### src/rtl/htg_ad9213_mmcm_supervisor.sv
// Lock supervisor and reset sequencer for the HTG AD9213 sample-clock MMCM.
// Restarts the MMCM on lock timeout or loss and holds dsp_rst until lock has been qualified.
module htg_ad9213_mmcm_supervisor #(
  parameter int unsigned RST_PULSE_CYCLES     = 16,
  parameter int unsigned LOCK_TIMEOUT_CYCLES  = 65536,
  parameter int unsigned LOCK_STABLE_CYCLES   = 1024,
  parameter int unsigned RELEASE_DELAY_CYCLES = 256,
  parameter int unsigned CNT_W                = 20
) (
  input  logic       clk,
  input  logic       rst_n,
  input  logic       mmcm_locked,
  input  logic       sw_reset,
  output logic       mmcm_rst,
  output logic       dsp_rst,
  output logic       ready,
  output logic [2:0] state,
  output logic [7:0] lock_loss_count,
  output logic [7:0] timeout_count
);

  localparam int unsigned EVT_W   = 8;
  localparam int unsigned SYNC_W  = 2;
  localparam logic [CNT_W-1:0] LD_PULSE   = CNT_W'(RST_PULSE_CYCLES);
  localparam logic [CNT_W-1:0] LD_TIMEOUT = CNT_W'(LOCK_TIMEOUT_CYCLES);
  localparam logic [CNT_W-1:0] LD_STABLE  = CNT_W'(LOCK_STABLE_CYCLES);
  localparam logic [CNT_W-1:0] LD_RELEASE = CNT_W'(RELEASE_DELAY_CYCLES);
  localparam logic [EVT_W-1:0] EVT_MAX    = '1;

  typedef enum logic [2:0] {
    ST_RESET_MMCM = 3'd0,
    ST_WAIT_LOCK  = 3'd1,
    ST_STABLE     = 3'd2,
    ST_RELEASE    = 3'd3,
    ST_RUN        = 3'd4
  } state_e;

  state_e             state_q, state_d;
  logic [CNT_W-1:0]   cnt_q, cnt_d;
  logic [SYNC_W-1:0]  sync_q, sync_d;
  logic               mmcm_rst_q, mmcm_rst_d;
  logic               dsp_rst_q, dsp_rst_d;
  logic               ready_q, ready_d;
  logic [EVT_W-1:0]   loss_cnt_q, loss_cnt_d;
  logic [EVT_W-1:0]   tmo_cnt_q, tmo_cnt_d;
  logic               locked_s;
  logic               cnt_done;

  function automatic logic [EVT_W-1:0] sat_inc(input logic [EVT_W-1:0] v);
    return (v == EVT_MAX) ? v : v + EVT_W'(1);
  endfunction

  assign locked_s = sync_q[SYNC_W-1];
  assign cnt_done = (cnt_q <= CNT_W'(1));

  // Next state: cnt is reloaded on every state entry and counts down the dwell time.
  always_comb begin
    state_d    = state_q;
    cnt_d      = cnt_q - CNT_W'(1);
    sync_d     = {sync_q[SYNC_W-2:0], mmcm_locked};
    loss_cnt_d = loss_cnt_q;
    tmo_cnt_d  = tmo_cnt_q;

    case (state_q)
      ST_RESET_MMCM: begin
        if (sw_reset) begin
          cnt_d = LD_PULSE;
        end else if (cnt_done) begin
          state_d = ST_WAIT_LOCK;
          cnt_d   = LD_TIMEOUT;
        end
      end
      ST_WAIT_LOCK: begin
        if (sw_reset) begin
          state_d = ST_RESET_MMCM;
          cnt_d   = LD_PULSE;
        end else if (locked_s) begin
          state_d = ST_STABLE;
          cnt_d   = LD_STABLE;
        end else if (cnt_done) begin
          state_d   = ST_RESET_MMCM;
          cnt_d     = LD_PULSE;
          tmo_cnt_d = sat_inc(tmo_cnt_q);
        end
      end
      ST_STABLE: begin
        if (sw_reset) begin
          state_d = ST_RESET_MMCM;
          cnt_d   = LD_PULSE;
        end else if (!locked_s) begin
          state_d = ST_WAIT_LOCK;
          cnt_d   = LD_TIMEOUT;
        end else if (cnt_done) begin
          state_d = ST_RELEASE;
          cnt_d   = LD_RELEASE;
        end
      end
      ST_RELEASE: begin
        if (sw_reset || !locked_s) begin
          state_d = ST_RESET_MMCM;
          cnt_d   = LD_PULSE;
        end else if (cnt_done) begin
          state_d = ST_RUN;
          cnt_d   = '0;
        end
      end
      ST_RUN: begin
        cnt_d = cnt_q;
        // A lock drop is counted even when sw_reset arrives in the same cycle.
        if (!locked_s) begin
          state_d    = ST_RESET_MMCM;
          cnt_d      = LD_PULSE;
          loss_cnt_d = sat_inc(loss_cnt_q);
        end else if (sw_reset) begin
          state_d = ST_RESET_MMCM;
          cnt_d   = LD_PULSE;
        end
      end
      default: begin
        state_d = ST_RESET_MMCM;
        cnt_d   = LD_PULSE;
      end
    endcase

    mmcm_rst_d = (state_d == ST_RESET_MMCM);
    dsp_rst_d  = (state_d != ST_RUN);
    ready_d    = (state_d == ST_RUN);
  end

  // State, counter, synchronizer and output registers.
  always_ff @(posedge clk or negedge rst_n) begin
    if (!rst_n) begin
      state_q    <= ST_RESET_MMCM;
      cnt_q      <= LD_PULSE;
      sync_q     <= '0;
      mmcm_rst_q <= 1'b1;
      dsp_rst_q  <= 1'b1;
      ready_q    <= 1'b0;
      loss_cnt_q <= '0;
      tmo_cnt_q  <= '0;
    end else begin
      state_q    <= state_d;
      cnt_q      <= cnt_d;
      sync_q     <= sync_d;
      mmcm_rst_q <= mmcm_rst_d;
      dsp_rst_q  <= dsp_rst_d;
      ready_q    <= ready_d;
      loss_cnt_q <= loss_cnt_d;
      tmo_cnt_q  <= tmo_cnt_d;
    end
  end

  assign mmcm_rst        = mmcm_rst_q;
  assign dsp_rst         = dsp_rst_q;
  assign ready           = ready_q;
  assign state           = state_q;
  assign lock_loss_count = loss_cnt_q;
  assign timeout_count   = tmo_cnt_q;

endmodule
### config.mk
export PLATFORM = sky130hd
export DESIGN_NAME = htg_ad9213_mmcm_supervisor
export DESIGN_NICKNAME = d
export VERILOG_FILES = /design/src/rtl/htg_ad9213_mmcm_supervisor.sv
export SDC_FILE = /design/constraint.sdc
export NUM_CORES = 1
export LEC_CHECK = 0
export CORE_ASPECT_RATIO = 0.75
export CORE_MARGIN = 4
export CORE_UTILIZATION = 25
export DETAILED_ROUTE_END_ITERATION = 8
export SLEW_MARGIN = 15
export SYNTH_ARGS = -nofsm -noshare
export SYNTH_HDL_FRONTEND = slang
export SYNTH_SLANG_ARGS = --single-unit
### constraint.sdc
create_clock -name clk -period 2.6 [get_ports clk]
set_input_delay 0.52 -clock clk [delete_from_list [all_inputs] [get_ports clk]]
set_output_delay 0.52 -clock clk [all_outputs]
set_load 0.01 [all_outputs]
==> results of run 1 <==
==> cell families after synthesis <==
group / count (synthesis)
mux: 2
xor+xnor: 17
buf+inv: 25
simple gates: 105
compound gates: 62
fa+ha+maj: 4
flops: 44
==> flip-flops by register name, summed over array words and instances (netlist names) <==
name             count
dsp_rst              1
cnt_q               20
timeout_count        8
state                3
sync_q               2
mmcm_rst             1
lock_loss_count      8
ready                1
==> stage by stage <==
stage,instances,util
after global placement,417,0.303
after detailed placement,417,0.303
after CTS,425,0.318
final,425,0.318
after global routing,425,0.318
after floorplan,259,-
==> layout by cell type, fill, tap and decap left out, types with 3 or more instances in the layout <==
cell type,instances
nor2_1,14
nor3_1,9
or4_1,4
a41oi_1,4
clkdlybuf4s50_1,24
inv_1,15
o31ai_1,3
o21ai_0,14
and3_1,3
nand3_1,15
a21oi_1,7
nand4_1,7
dfstp_2,3
nor4_4,3
xor2_1,5
o211ai_1,5
a31oi_1,10
nand2_1,26
o22ai_1,4
dfrtp_1,41
ha_1,4
buf_4,11
clkbuf_16,5
xnor2_1,12
nor4_1,3
==> how the worst min path moves through the flow <==
stage,cells past startpoint,startpoint,slack [ps],endpoint
CTS,1,rst_n,250,state[2]
floorplan,0,rst_n,220,cnt_q[0]
detailed placement,0,sync_q[0],340,sync_q[1]
global placement,0,sync_q[0],330,sync_q[1]
finish,1,rst_n,220,state[2]
global route,1,rst_n,280,state[2]
==> power by group <==
group          internal, mW  switching, mW  total, mW
sequential            0.803          0.163      0.966
combinational         0.403          0.539      0.942
clock                 0.358          0.267      0.625
total                  1.56          0.969       2.53
==> routing by layer <==
layer | track usage | wire length, µm
met5 | 0 | 0
met4 | 0.0345 | 66
met3 | 0.0277 | 402
met2 | 0.149 | 2510
met1 | 0.172 | 3050
==> final cells by class <==
class / count / area (µm²) / area share
Clock buffer: 6 / 129 / 0.0419
Clock inverter: 2 / 16.3 / 0.00529
Inverter: 15 / 56.3 / 0.0183
Multi-Input combinational cell: 190 / 1270 / 0.415
Sequential cell: 44 / 1100 / 0.359
Tap cell: 132 / 165 / 0.0537
Timing Repair Buffer: 36 / 328 / 0.107
==> worst max-delay path, stage by stage, from the launching register on <==
cell	delay [ps]
dfrtp_1	380
inv_1	110
ha_1	210
nor2_1	70
or4_1	540
nor4_4	510
mux2_2	390
==> metrics.txt, run 1 <==
worst setup path start cnt_q[1]; Clock Tree Buf Depth 2; Post-Synth XOR/XNOR Area 0.0601; most frequent cells after synthesis dfrtp_1 (41), nand2_1 (26), inv_1 (15), nand3_1 (15); share of layout cells above drive strength 1 0.130; clk_lat worst skew 290 ps; H-Tree Level Count 2; period utilization 0.890; Least-Margin Pin Slew 559 ps; largest family of logic cells by synthesized area simple AND/OR/NAND/NOR gates; Area Growth Syn to Fin 24.2%; worst min-delay path class in -> async; Max FO, Critical Path 8; Yosys cell types 56; Async SR Flop Fraction 1.00; Post-CTS Resized 0; Via-to-Cell Ratio 4.98; worst reg2reg path depth 6; gpl congestion 0.823; Detail Placement HPWL 4.47 mm; Total Wirelength 6.03 mm; drt drc 0; critical path endpoint category flop; status complete, no violations; Cell Rows 31; floorplan core area 9660 µm²; DR iter-0 viols 117; Post-synth EDFFs 0; TNS Setup 0 ps; global-route wire length before repair 10.3 mm; clock root cell clkbuf_16; post-synth top area cell dfrtp_1; synth warn 0; VDD IR max 405 µV; Hold Vio Cnt, Final 0; DP Area 2930 µm²; WL/cell 14.2 µm; PortBufs 25; clock sinks 44; worst setup path endpoint timeout_count[1]; die height 94.2 µm; Ant. Diodes 0; Pwr Density 824 nW/µm²; CTS tree done; synthesized-area fraction occupied by and/or/nand/nor cells 0.253; count leader, synth dfrtp_1; DIE AREA 11600 µm²; dominant cells by area after synthesis dfrtp_1 (41%), xnor2_1 (4.2%), nand2_1 (3.9%); Final WS setup 285 ps; Slew HR 0.627; syn_area_per_cell 9.56 µm²; Worst EP required 2770 ps; final hold slack 223 ps; Synth Cell Area 2480 µm²; Die W 123 µm; crit path kind reg -> reg; # fillers 1001; clk_skew 7.36 ps; detailed-route via count 2115; Setup Buffers After CTS 0; Final nets 300; Initial Utilization 0.256; worst reg2reg startpoint cnt_q[1]; MaxCap Viol Count 0; post-synthesis mux area share 0.00910; Hold Buf Count CTS 0; final critical-path required period 2310 ps; Synth Area in Compound Gates 0.172; vias in the first global route 1984; critical path arrival 2490 ps; Synth Area in Adders 0.0202; max frequency 432 MHz; crit start category flop; post-synthesis sequential area ratio 0.446; GRT Overall Usage 0.112; final setup fails 0; clock-pin slew on the worst setup and hold paths 70 ps; Synth top area share 0.414; Pleak 1.22 nW; total power 2.53 mW; reg2reg end timeout_count[1]; unrepaired setup endpoints after global routing false; pre-CTS setup slack 271 ps; TritonRoute pass-1 iters 4; Synth Register Bits 44; largest net degree at the start of global routing 26; I/O pin count 26; initial antenna violation count 0; Post-Synthesis Cells 259; Synth Flop Type dfrtp_1; synthesized net count 267; Max Transition Viols Final 0; Remaining Overflow, GRT 0; Worst R2R Setup Slack 290 ps; fin area 3070 µm²; post-route ant nets 0; Num CTS Buffers 5
Power figures use the tool's default switching activity.
==> run 2: changes to the inputs <==
CTS_CLUSTER_DIAMETER = 100   (was not set)
PLACE_DENSITY = 0.4   (was not set)
==> metrics.txt, run 2 (same netlist as run 1, synthesis figures left out) <==
TNS Setup 0 ps; Final nets 304; DR iter-0 viols 134; initial antenna violation count 0; reg2reg end timeout_count[1]; final critical-path required period 2360 ps; GR peak layer met1; MaxCap Viol Count 0; Max Transition Viols Final 0; drt drc 0; Hold Vio Cnt, Final 0; CP peak stage delay 550 ps; die height 94.2 µm; DP Area 2960 µm²; Largest register FFs 20; CP top delay family simple AND/OR/NAND/NOR gates; I/O pin count 26; worst reg2reg startpoint cnt_q[0]; commonest non-fill, non-tap cell in the layout dfrtp_1; global-route wire length before repair 10.9 mm; Setup Buffers After CTS 0; crit start category flop; Sequential Area 1100 µm²; Die W 123 µm; post-route ant nets 0; CTS tree done; Biggest register cnt_q; floorplan core area 9660 µm²; clock-pin slew on the worst setup and hold paths 60 ps; Least-Margin Pin Slew 623 ps; final setup fails 0; met2 usage 0.163; critical path arrival 2540 ps; Hold Buf Count CTS 0; M3 GR Usage 0.0313; largest net degree at the start of global routing 27; PortBufs 25; clk_lat worst skew 290 ps; Pwr Density 853 nW/µm²; final std cells w/o fill 429; Remaining Overflow, GRT 0; TritonRoute pass-1 iters 4; Pleak 1.27 nW; Area Growth Syn to Fin 26.9%; H-Tree Level Count 2; share of layout cells above drive strength 1 0.145; Clock Tree Buf Depth 2; CP max stage cell or4_1; area of the multi-input gates 1270 µm²; Via-to-Cell Ratio 4.89; Num CTS Buffers 5; unrepaired setup endpoints after global routing false; gpl congestion 0.781; Core Util, Final 0.325; Worst R2R Setup Slack 240 ps; clock sinks 44; clk_skew 7.56 ps; worst min-delay path class in -> async; Cell Rows 31; clock root cell clkbuf_16; commonest cells after routing, fill and taps aside dfrtp_1 (41), nand2_1 (26), clkdlybuf4s50_1 (24); Total Wirelength 6.53 mm; vias in the first global route 2071; Ant. Diodes 0; Final WS setup 236 ps; VDD IR max 426 µV; DP Cell Count 421; pre-CTS setup slack 227 ps; fin area 3140 µm²; detailed-route via count 2096; status complete, no violations; Max FO, Critical Path 8; crit path cell chain inv_1 -> ha_1 -> nor2_1 -> or4_1 -> nor4_4 -> mux2_2; critical path endpoint category flop; Initial Utilization 0.256; period utilization 0.909; met1 Use GR 0.189; GRT Overall Usage 0.122; total power 2.68 mW; WL/cell 15.2 µm; Post-CTS Resized 0; DIE AREA 11600 µm²; final hold slack 249 ps; max frequency 423 MHz; # fillers 989; Worst EP required 2770 ps; crit path kind reg -> reg; CP bufs+invs 1; worst reg2reg path depth 6; Detail Placement HPWL 4.85 mm; Slew HR 0.585
-- run 2: cell types whose count changed in the layout (fill, tap and decap cells not counted) --
| cell | delta |
|---|---|
| buf_4 | +4 |
| clkinv_4 | -1 |
| clkbuf_1 | -1 |
| bufinv_16 | +1 |
| clkinvlp_4 | -1 |
| clkbuf_8 | +2 |
-- run 2: worst register-to-register path: cells and delay by family (launching register included) --
family	cells	cell delay, ps
flops	1	420
mux	1	390
fa+ha+maj	1	210
simple gates	3	1160
buf+inv	1	70
-- run 2: layer usage --
layer | vias to the layer above | wire length (µm)
met5 | - | 0
met4 | 0 | 52
met3 | 5 | 290
met2 | 36 | 2490
met1 | 1016 | 3700
li1 | 1039 | -
-- run 2: cell type report --
cell class                      instances  share of cell area
Inverter                               15              0.0179
Clock inverter                          1             0.00956
Multi-Input combinational cell        190               0.406
Timing Repair Buffer                   40               0.114
Sequential cell                        44               0.352
Clock buffer                            7              0.0486
Tap cell                              132              0.0526
-- run 2: how the worst max path moves through the flow --
stage                     cells past startpoint  slack [ps]  startpoint                to
after CTS                                     6         210    cnt_q[0]  timeout_count[1]
after detailed placement                      6         230    cnt_q[0]  timeout_count[1]
after global routing                          6          30    cnt_q[0]  timeout_count[1]
final                                         6         240    cnt_q[0]  timeout_count[1]
after floorplan                               7         460    cnt_q[0]  timeout_count[1]
after global placement                        6         210    sw_reset  timeout_count[1]
-- run 2: power by group --
| group | total [mW] | internal (mW) | switching [mW] |
|---|---|---|---|
| sequential | 0.955 | 0.804 | 0.151 |
| clock | 0.764 | 0.506 | 0.258 |
| combinational | 0.962 | 0.410 | 0.551 |
| total | 2.68 | 1.72 | 0.961 |
